[src/rtl/mole_game_sequencer_pkg.sv]
// Shared types and constants for the Whac-A-Mole game controller: state encoding,
// LFSR seed/taps and score width.
package whac_pkg;

    typedef enum logic [2:0] {
        ST_IDLE  = 3'd0,
        ST_READY = 3'd1,
        ST_PLAY  = 3'd2,
        ST_PAUSE = 3'd3,
        ST_OVER  = 3'd4
    } game_state_t;

    localparam logic [15:0] LFSR_SEED = 16'hACE1;
    // x^16 + x^14 + x^13 + x^11 + 1, right-shifting Galois form
    localparam logic [15:0] LFSR_TAPS = 16'hB400;

    localparam int SCORE_W = 16;

    function automatic logic [15:0] lfsr_next(input logic [15:0] q);
        return {1'b0, q[15:1]} ^ (q[0] ? LFSR_TAPS : 16'h0000);
    endfunction

endpackage

[src/rtl/mole_game_sequencer_if.sv]
// Game-controller bus: player/timer inputs toward the sequencer and the
// timer-control, display and score outputs back out.
interface mole_game_sequencer_if #(
    parameter int NUM_MOLES           = 18,
    parameter int GAME_LENGTH_SECONDS = 20
);
    import whac_pkg::*;

    localparam int IDX_W = $clog2(NUM_MOLES);
    localparam int MS_W  = $clog2(1000 * GAME_LENGTH_SECONDS);

    logic                 start;
    logic                 pause;
    logic                 hit_valid;
    logic [IDX_W-1:0]     hit_idx;
    logic [MS_W-1:0]      timer_ms_left;
    logic                 timer_rst;
    logic                 timer_enable;
    logic [2:0]           state;
    logic [NUM_MOLES-1:0] mole_mask;
    logic [SCORE_W-1:0]   score;
    logic                 hit_accept;
    logic                 game_over;

    modport master (
        output start, pause, hit_valid, hit_idx, timer_ms_left,
        input  timer_rst, timer_enable, state, mole_mask, score, hit_accept, game_over
    );

    modport slave (
        input  start, pause, hit_valid, hit_idx, timer_ms_left,
        output timer_rst, timer_enable, state, mole_mask, score, hit_accept, game_over
    );

endinterface

[src/rtl/mole_game_sequencer_lfsr.sv]
// 16-bit Galois LFSR used to pick mole positions; free-running whenever adv is high.
module mole_lfsr
    import whac_pkg::*;
(
    input  logic        clk,
    input  logic        rst,
    input  logic        adv,
    output logic [15:0] q
);

    always_ff @(posedge clk) begin
        if (rst) begin
            q <= LFSR_SEED;
        end else if (adv) begin
            q <= lfsr_next(q);
        end
    end

endmodule

[src/rtl/mole_game_sequencer.sv]
// Whac-A-Mole round sequencer: idle/ready/play/over phases, mole scheduling and scoring.
// Define MOLE_GAME_PAUSE_EN to build in the PAUSE state.
module mole_game_sequencer
    import whac_pkg::*;
#(
    parameter int GAME_LENGTH_SECONDS = 20,
    parameter int CLKS_PER_MS         = 50000,
    parameter int NUM_MOLES           = 18,
    parameter int READY_MS            = 3000,
    parameter int GAP_MS              = 200,
    parameter int MOLE_UP_MS_START    = 1000,
    parameter int MOLE_UP_MS_MIN      = 400,
    parameter int MOLE_UP_STEP_MS     = 50
) (
    input  logic                 clk,
    input  logic                 rst,
    mole_game_sequencer_if.slave bus
);

    localparam int IDX_W   = $clog2(NUM_MOLES);
    localparam int MS_W    = $clog2(1000 * GAME_LENGTH_SECONDS);
    localparam int PRE_W   = $clog2(CLKS_PER_MS + 1);
    localparam int CNT_MAX = (READY_MS > GAP_MS)
                           ? ((READY_MS > MOLE_UP_MS_START) ? READY_MS : MOLE_UP_MS_START)
                           : ((GAP_MS > MOLE_UP_MS_START) ? GAP_MS : MOLE_UP_MS_START);
    localparam int CNT_W   = $clog2(CNT_MAX + 1);

    localparam logic [PRE_W-1:0] PRE_LOAD   = PRE_W'(CLKS_PER_MS - 1);
    localparam logic [CNT_W-1:0] READY_LOAD = CNT_W'(READY_MS - 1);
    localparam logic [CNT_W-1:0] GAP_LOAD   = CNT_W'(GAP_MS - 1);
    localparam logic [CNT_W-1:0] UP_START   = CNT_W'(MOLE_UP_MS_START);
    localparam logic [CNT_W-1:0] UP_MIN     = CNT_W'(MOLE_UP_MS_MIN);
    localparam logic [CNT_W-1:0] UP_STEP    = CNT_W'(MOLE_UP_STEP_MS);
    localparam logic [IDX_W-1:0] IDX_LAST   = IDX_W'(NUM_MOLES - 1);

    game_state_t          st;
    logic                 timer_rst_q, timer_en_q, hit_acc_q, game_over_q;
    logic [NUM_MOLES-1:0] mask_q, next_mask;
    logic [SCORE_W-1:0]   score_q;
    logic [PRE_W-1:0]     presc;
    logic [CNT_W-1:0]     ms_cnt, up_ms, up_next;
    logic                 up_phase, prev_valid;
    logic [IDX_W-1:0]     cur_idx, raw_idx, next_idx;
    logic [15:0]          lfsr_q, prod;
    logic                 tick, hit_ok, game_end;
    logic                 unused_lfsr_hi;

    mole_lfsr u_lfsr (
        .clk (clk),
        .rst (rst),
        .adv (1'b1),
        .q   (lfsr_q)
    );

    assign unused_lfsr_hi = ^lfsr_q[15:8];

    assign prod     = 16'(lfsr_q[7:0]) * 16'(NUM_MOLES);
    assign raw_idx  = IDX_W'(prod >> 8);
    assign tick     = (presc == '0);
    assign hit_ok   = up_phase && bus.hit_valid && (bus.hit_idx == cur_idx);
    assign game_end = (bus.timer_ms_left == MS_W'(0));

    always_comb begin
        next_idx = raw_idx;
        if (prev_valid && (raw_idx == cur_idx)) begin
            next_idx = (raw_idx == IDX_LAST) ? '0 : raw_idx + IDX_W'(1);
        end
        next_mask = {{(NUM_MOLES-1){1'b0}}, 1'b1} << next_idx;
        up_next   = (int'(up_ms) >= MOLE_UP_MS_MIN + MOLE_UP_STEP_MS) ? up_ms - UP_STEP : UP_MIN;
    end

    always_ff @(posedge clk) begin
        if (rst) begin
            st          <= ST_IDLE;
            timer_rst_q <= 1'b1;
            timer_en_q  <= 1'b0;
            mask_q      <= '0;
            score_q     <= '0;
            hit_acc_q   <= 1'b0;
            game_over_q <= 1'b0;
            presc       <= PRE_LOAD;
            ms_cnt      <= '0;
            up_ms       <= UP_START;
            up_phase    <= 1'b0;
            cur_idx     <= '0;
            prev_valid  <= 1'b0;
        end else begin
            hit_acc_q <= 1'b0;
            case (st)
                ST_IDLE, ST_OVER: begin
                    if (bus.start) begin
                        st          <= ST_READY;
                        score_q     <= '0;
                        timer_rst_q <= 1'b1;
                        timer_en_q  <= 1'b0;
                        game_over_q <= 1'b0;
                        presc       <= PRE_LOAD;
                        ms_cnt      <= READY_LOAD;
                    end
                end
                ST_READY: begin
                    presc <= tick ? PRE_LOAD : presc - PRE_W'(1);
                    if (tick) begin
                        if (ms_cnt == '0) begin
                            st          <= ST_PLAY;
                            timer_rst_q <= 1'b0;
                            timer_en_q  <= 1'b1;
                            presc       <= PRE_LOAD;
                            ms_cnt      <= GAP_LOAD;
                            up_phase    <= 1'b0;
                            up_ms       <= UP_START;
                            prev_valid  <= 1'b0;
                        end else begin
                            ms_cnt <= ms_cnt - CNT_W'(1);
                        end
                    end
                end
                ST_PLAY: begin
                    presc <= tick ? PRE_LOAD : presc - PRE_W'(1);
                    if (hit_ok) begin
                        // Realign the prescaler so the post-hit gap is a full GAP_MS.
                        score_q   <= (score_q == '1) ? score_q : score_q + SCORE_W'(1);
                        hit_acc_q <= 1'b1;
                        mask_q    <= '0;
                        up_phase  <= 1'b0;
                        ms_cnt    <= GAP_LOAD;
                        presc     <= PRE_LOAD;
                        up_ms     <= up_next;
                    end else if (tick) begin
                        if (ms_cnt != '0) begin
                            ms_cnt <= ms_cnt - CNT_W'(1);
                        end else if (up_phase) begin
                            mask_q   <= '0;
                            up_phase <= 1'b0;
                            ms_cnt   <= GAP_LOAD;
                            up_ms    <= up_next;
                        end else begin
                            mask_q     <= next_mask;
                            cur_idx    <= next_idx;
                            prev_valid <= 1'b1;
                            up_phase   <= 1'b1;
                            ms_cnt     <= up_ms - CNT_W'(1);
                        end
                    end
                    if (game_end) begin
                        st          <= ST_OVER;
                        timer_en_q  <= 1'b0;
                        timer_rst_q <= 1'b0;
                        mask_q      <= '0;
                        game_over_q <= 1'b1;
                    end
`ifdef MOLE_GAME_PAUSE_EN
                    else if (bus.pause) begin
                        st         <= ST_PAUSE;
                        timer_en_q <= 1'b0;
                    end
`endif
                end
`ifdef MOLE_GAME_PAUSE_EN
                ST_PAUSE: begin
                    if (bus.pause) begin
                        st         <= ST_PLAY;
                        timer_en_q <= 1'b1;
                    end
                end
`endif
                default: begin
                    st <= ST_IDLE;
                end
            endcase
        end
    end

`ifndef MOLE_GAME_PAUSE_EN
    logic unused_pause;
    assign unused_pause = bus.pause;
`endif

    assign bus.state        = st;
    assign bus.timer_rst    = timer_rst_q;
    assign bus.timer_enable = timer_en_q;
    assign bus.mole_mask    = mask_q;
    assign bus.score        = score_q;
    assign bus.hit_accept   = hit_acc_q;
    assign bus.game_over    = game_over_q;

endmodule

[src/flat_wrapper.sv]
// flat-port wrapper written by rule: the top's interface ports become plain ports
module mole_game_sequencer_flat import whac_pkg::*;
#(
    parameter int GAME_LENGTH_SECONDS = 20,
    parameter int CLKS_PER_MS         = 50000,
    parameter int NUM_MOLES           = 18,
    parameter int READY_MS            = 3000,
    parameter int GAP_MS              = 200,
    parameter int MOLE_UP_MS_START    = 1000,
    parameter int MOLE_UP_MS_MIN      = 400,
    parameter int MOLE_UP_STEP_MS     = 50
)
  (clk, rst, bus_start, bus_pause, bus_hit_valid, bus_hit_idx, bus_timer_ms_left, bus_timer_rst, bus_timer_enable, bus_state, bus_mole_mask, bus_score, bus_hit_accept, bus_game_over);
  mole_game_sequencer_if #(.NUM_MOLES(NUM_MOLES), .GAME_LENGTH_SECONDS(GAME_LENGTH_SECONDS)) bus_i ();
  input  logic clk;
  input  logic rst;
  input wire logic [$bits(bus_i.start)-1:0] bus_start;
  input wire logic [$bits(bus_i.pause)-1:0] bus_pause;
  input wire logic [$bits(bus_i.hit_valid)-1:0] bus_hit_valid;
  input wire logic [$bits(bus_i.hit_idx)-1:0] bus_hit_idx;
  input wire logic [$bits(bus_i.timer_ms_left)-1:0] bus_timer_ms_left;
  output wire logic [$bits(bus_i.timer_rst)-1:0] bus_timer_rst;
  output wire logic [$bits(bus_i.timer_enable)-1:0] bus_timer_enable;
  output wire logic [$bits(bus_i.state)-1:0] bus_state;
  output wire logic [$bits(bus_i.mole_mask)-1:0] bus_mole_mask;
  output wire logic [$bits(bus_i.score)-1:0] bus_score;
  output wire logic [$bits(bus_i.hit_accept)-1:0] bus_hit_accept;
  output wire logic [$bits(bus_i.game_over)-1:0] bus_game_over;
  assign bus_i.start = bus_start;
  assign bus_i.pause = bus_pause;
  assign bus_i.hit_valid = bus_hit_valid;
  assign bus_i.hit_idx = bus_hit_idx;
  assign bus_i.timer_ms_left = bus_timer_ms_left;
  assign bus_timer_rst = bus_i.timer_rst;
  assign bus_timer_enable = bus_i.timer_enable;
  assign bus_state = bus_i.state;
  assign bus_mole_mask = bus_i.mole_mask;
  assign bus_score = bus_i.score;
  assign bus_hit_accept = bus_i.hit_accept;
  assign bus_game_over = bus_i.game_over;
  mole_game_sequencer #(.GAME_LENGTH_SECONDS(GAME_LENGTH_SECONDS), .CLKS_PER_MS(CLKS_PER_MS), .NUM_MOLES(NUM_MOLES), .READY_MS(READY_MS), .GAP_MS(GAP_MS), .MOLE_UP_MS_START(MOLE_UP_MS_START), .MOLE_UP_MS_MIN(MOLE_UP_MS_MIN), .MOLE_UP_STEP_MS(MOLE_UP_STEP_MS)) u_core (.clk(clk), .rst(rst), .bus(bus_i));
endmodule
[config.mk]
export PLATFORM = sky130hd
export DESIGN_NAME = mole_game_sequencer_flat
export DESIGN_NICKNAME = d
export VERILOG_FILES = /design/src/rtl/mole_game_sequencer_pkg.sv /design/src/rtl/mole_game_sequencer_if.sv /design/src/rtl/mole_game_sequencer_lfsr.sv /design/src/rtl/mole_game_sequencer.sv /design/src/flat_wrapper.sv
export SDC_FILE = /design/constraint.sdc
export NUM_CORES = 1
export LEC_CHECK = 0
export CORE_MARGIN = 4
export CORE_UTILIZATION = 50
export DETAILED_ROUTE_END_ITERATION = 10
export GPL_TIMING_DRIVEN = 0
export PLACE_DENSITY = 0.81
export SYNTH_ARGS = -nofsm -noshare
export SYNTH_HDL_FRONTEND = slang
export SYNTH_SLANG_ARGS = --single-unit
[constraint.sdc]
create_clock -name clk -period 3.2 [get_ports clk]
set_input_delay 0.32 -clock clk [delete_from_list [all_inputs] [get_ports clk]]
set_output_delay 0.32 -clock clk [all_outputs]
set_load 0.01 [all_outputs]
==> flow_summary.yaml <==
status:
  outcome: "finished with violations"
  violations: "negative setup slack"
yosys:
  ys.flop_type: "dfxtp_1"
  synthMuxAreaShare_pct: 0.587
  yosys.area_share.simple_pct: 29.1
  syn_nets: 722
  synth-compound-area-share_pct: 16.1
  avgSynthCellArea_um2: 8.14
  synth_xor_area_share_pct: 9.77
  ys_warn_count: 0
  async_flop_share_pct: 0
  synth_seq_cells: 103
  syn_inst: 681
  seq_area_frac_synth_pct: 37.2
  synth_edf_count: 0
  synthAdderAreaFrac_pct: 3.61
  syn_area_um2: 5550
  synth_top_family_by_area: "simple AND/OR/NAND/NOR gates"
  synthDistinctLibCells: 68
cts:
  cts_max_path_buffers: 2
  insertion_delay_ns: 0.37
  htreeDepth: 3
  cts-root-buf: "clkbuf_8"
  clock-sinks: 103
  clk_pin_slew_worst_paths_ns: 0.10
  cts_buffers: 9
  cts_tree: "built"
critical_path:
  critical_path_class: "reg -> reg"
  end_kind: "flop"
  endpoint: "u_core.bus.mole_mask[1]"
  cp.required_ns: 3.51
  timing.rr.start: "u_core.u_lfsr.q[4]"
  crit_chain: "ha_1, ha_1, buf_6, nand2_4, a211o_1, buf_4, a211oi_4, buf_6, xnor2_2, a21oi_1, mux2_4, or3_4, o21ai_1"
  r2r_setup_slack_ns: -0.03
  start_kind: "flop"
  crit_start: "u_core.u_lfsr.q[4]"
  ff2ff_path_depth: 13
  worstReg2RegEnd: "u_core.bus.mole_mask[1]"
  cp_max_fo: 6
  crit_slowest_cell: "or3_4"
  arrival_ns: 3.54
  max_stage_delay_ns: 0.40
sta:
  timing.fmax_mhz: 310
  drv_slew: 0
  slew_headroom_pct: 50.0
  hold_viol: 0
  setup_ws_ns: -0.0275
  period_needed_ns: 3.23
  fin_skew_ns: 0.0155
  post-route-period-util_pct: 101
  tightestPinTransition_ns: 0.750
  setup-violations-final: 3
  hold_slack_ns: 0.419
drt:
  ant_nets: 0
  drc: 0
  routed_wl_um: 15200
  drt_first_pass_iters: 5
  drt_iter0_drc: 416
  vias: 5390
  wl_per_cell_um: 16.4
  viasPerCell: 5.83
pwr:
  p_leak_nw: 2.45
  p_seq_share_pct: 48.6
  internal_power_w: 0.00194
  cellPowerDensity_nw_per_um2: 400
  ir_worst_vdd_mv: 0.247
  p_comb_share_pct: 23.8
  power.share.clock_pct: 27.6
  p_sw_w: 0.000842
  swShare_pct: 30.3
global_route:
  grt_pass1_wl_um: 23700
  antenna_found_initial: 0
  grt_usage_pct: 22.4
  grt_overflow: 0
  grt_pass1_vias: 5056
  grt_max_degree: 17
place:
  hpwl_um: 10800
  gp_congestion: 0.931
  portBuffers: 64
  place_ws_ns: -0.400
  dpl_cell_area_um2: 6360
floorplanning:
  num_rows: 38
  die_area_um2: 12800
  io_pins: 66
  die_w_um: 113
  fp.coreArea_um2: 10800
  fp.dieH_um: 113
  start_util_pct: 51.2
finish:
  syn_to_final_growth_pct: 25.2
  diodes: 0
  layout.nets: 821
  drive_above_1_share_pct: 14.0
  fin_area_um2: 6940
hold_path:
  worstHoldPathType: "reg -> reg"
job:
  maxCapViolations: 0
critical path: cells and delay by family (launching register included):
family,cells,cell delay (ns)
XOR/XNOR,1,0.13
multiplexers,1,0.29
adder cells (fa/ha/maj),2,0.60
buffers and inverters,3,0.44
AND/OR/NAND/NOR,2,0.47
AO/OA/AOI/OAI,4,0.89
flip-flops,1,0.35
cells in the mapped netlist (all sizes together) (17+ instances only):
master,n,area (um^2)
dfxtp,103,2060
nor2,84,315
nand2,80,300
o21ai,40,208
xnor2,38,333
a21oi,34,174
nand3,26,130
nor3,26,140
clkbuf,23,86.3
xor2,23,209
nor4,20,150
inv,17,63.8
layer usage:
metal | wire length [um] | GRT usage [%] | vias to the layer above | share of wire [%]
met5 | 0 | 0 | - | 0
met4 | 354 | 6.73 | 0 | 2.3
met2 | 7340 | 38.0 | 230 | 48
met3 | 928 | 4.33 | 42 | 6.1
met1 | 6570 | 28.9 | 2531 | 43
li1 | - | - | 2587 | -
worst min-delay path by stage:
stage                                endpoint  cells past startpoint           startpoint
after global routing       u_core.u_lfsr.q[7]                      1   u_core.u_lfsr.q[8]
after floorplan           u_core.u_lfsr.q[11]                      1  u_core.u_lfsr.q[12]
after CTS                  u_core.u_lfsr.q[7]                      1   u_core.u_lfsr.q[8]
final                      u_core.u_lfsr.q[7]                      1   u_core.u_lfsr.q[8]
after detailed placement   u_core.u_lfsr.q[7]                      1   u_core.u_lfsr.q[8]
after global placement     u_core.u_lfsr.q[7]                      1   u_core.u_lfsr.q[8]
layout make-up:
type / instances / area (um^2)
plain buffers: 29 / 129
fillers: 893 / 3900
repair buffers: 90 / 852
inverters: 17 / 63.8
multi-input cells: 530 / 3460
flip-flops and latches: 103 / 2070
well taps: 140 / 175
clock buffers: 12 / 155
clock inverters: 4 / 30.0
state kept, by name, summed over array words and instances, names as in the netlist:
signal                   flops
u_core.bus.game_over         1
u_core.bus.hit_accept        1
u_core.bus.mole_mask        18
u_core.bus.score            16
u_core.bus.state             3
u_core.bus.timer_enable      1
u_core.bus.timer_rst         1
u_core.cur_idx               5
u_core.ms_cnt               12
u_core.presc                16
u_core.prev_valid            1
u_core.u_lfsr.q             16
u_core.up_ms                11
u_core.up_phase              1
per-stage QoR:
step                std cells  util (%)  setup TNS [ns]  power, W
CTS                       905      61.2               0   0.00267
global route              925      64.0          -0.848   0.00290
detailed placement        885      58.7           -3.73   0.00189
floorplan                 681         -               0   0.00175
finish                    925      64.0         -0.0578   0.00278
global placement          885      58.7           -2.07   0.00187
power groups by stage:
stage / Sequential (W) / Clock (W) / Combinational (W)
2_1_floorplan: 0.00137 / 0 / 0.000376
3_3_place_gp: 0.00138 / 0 / 0.000495
5_1_grt: 0.00136 / 0.000835 / 0.000710
6_report: 0.00135 / 0.000767 / 0.000660
3_5_place_dp: 0.00138 / 0 / 0.000510
4_1_cts: 0.00135 / 0.000782 / 0.000544
cell families (layout without fill, tap and decap cells):
kind of cell,count (synthesis),count (layout)
AO/OA/AOI/OAI,130,130
XOR/XNOR,61,61
adder cells (fa/ha/maj),16,16
AND/OR/NAND/NOR,320,320
buffers and inverters,48,152
multiplexers,3,3
flip-flops,103,103
cell usage in the layout, fill, tap and decap left out, types with 7 or more instances in the layout:
cell	n
dfxtp_1	97
nor2_1	83
nand2_1	79
clkdlybuf4s50_1	64
xnor2_1	36
a21oi_1	32
nand3_1	25
o21ai_0	25
buf_4	24
clkbuf_1	23
xor2_1	22
nor3_1	22
inv_1	16
nand2b_1	14
nor4_1	14
ha_1	12
clkbuf_8	11
o21ai_1	10
nor2b_1	10
nand4_1	9
or2_2	9
a21o_1	7
and3_1	7
what timing repair did:
item,4_1_cts,5_1_grt
setup endpoints to repair,21,31
gates resized for setup,15,29
pin swaps,5,19
buffers inserted,5,21
hold buffers,0,0
(Power assumes the default switching activity.)
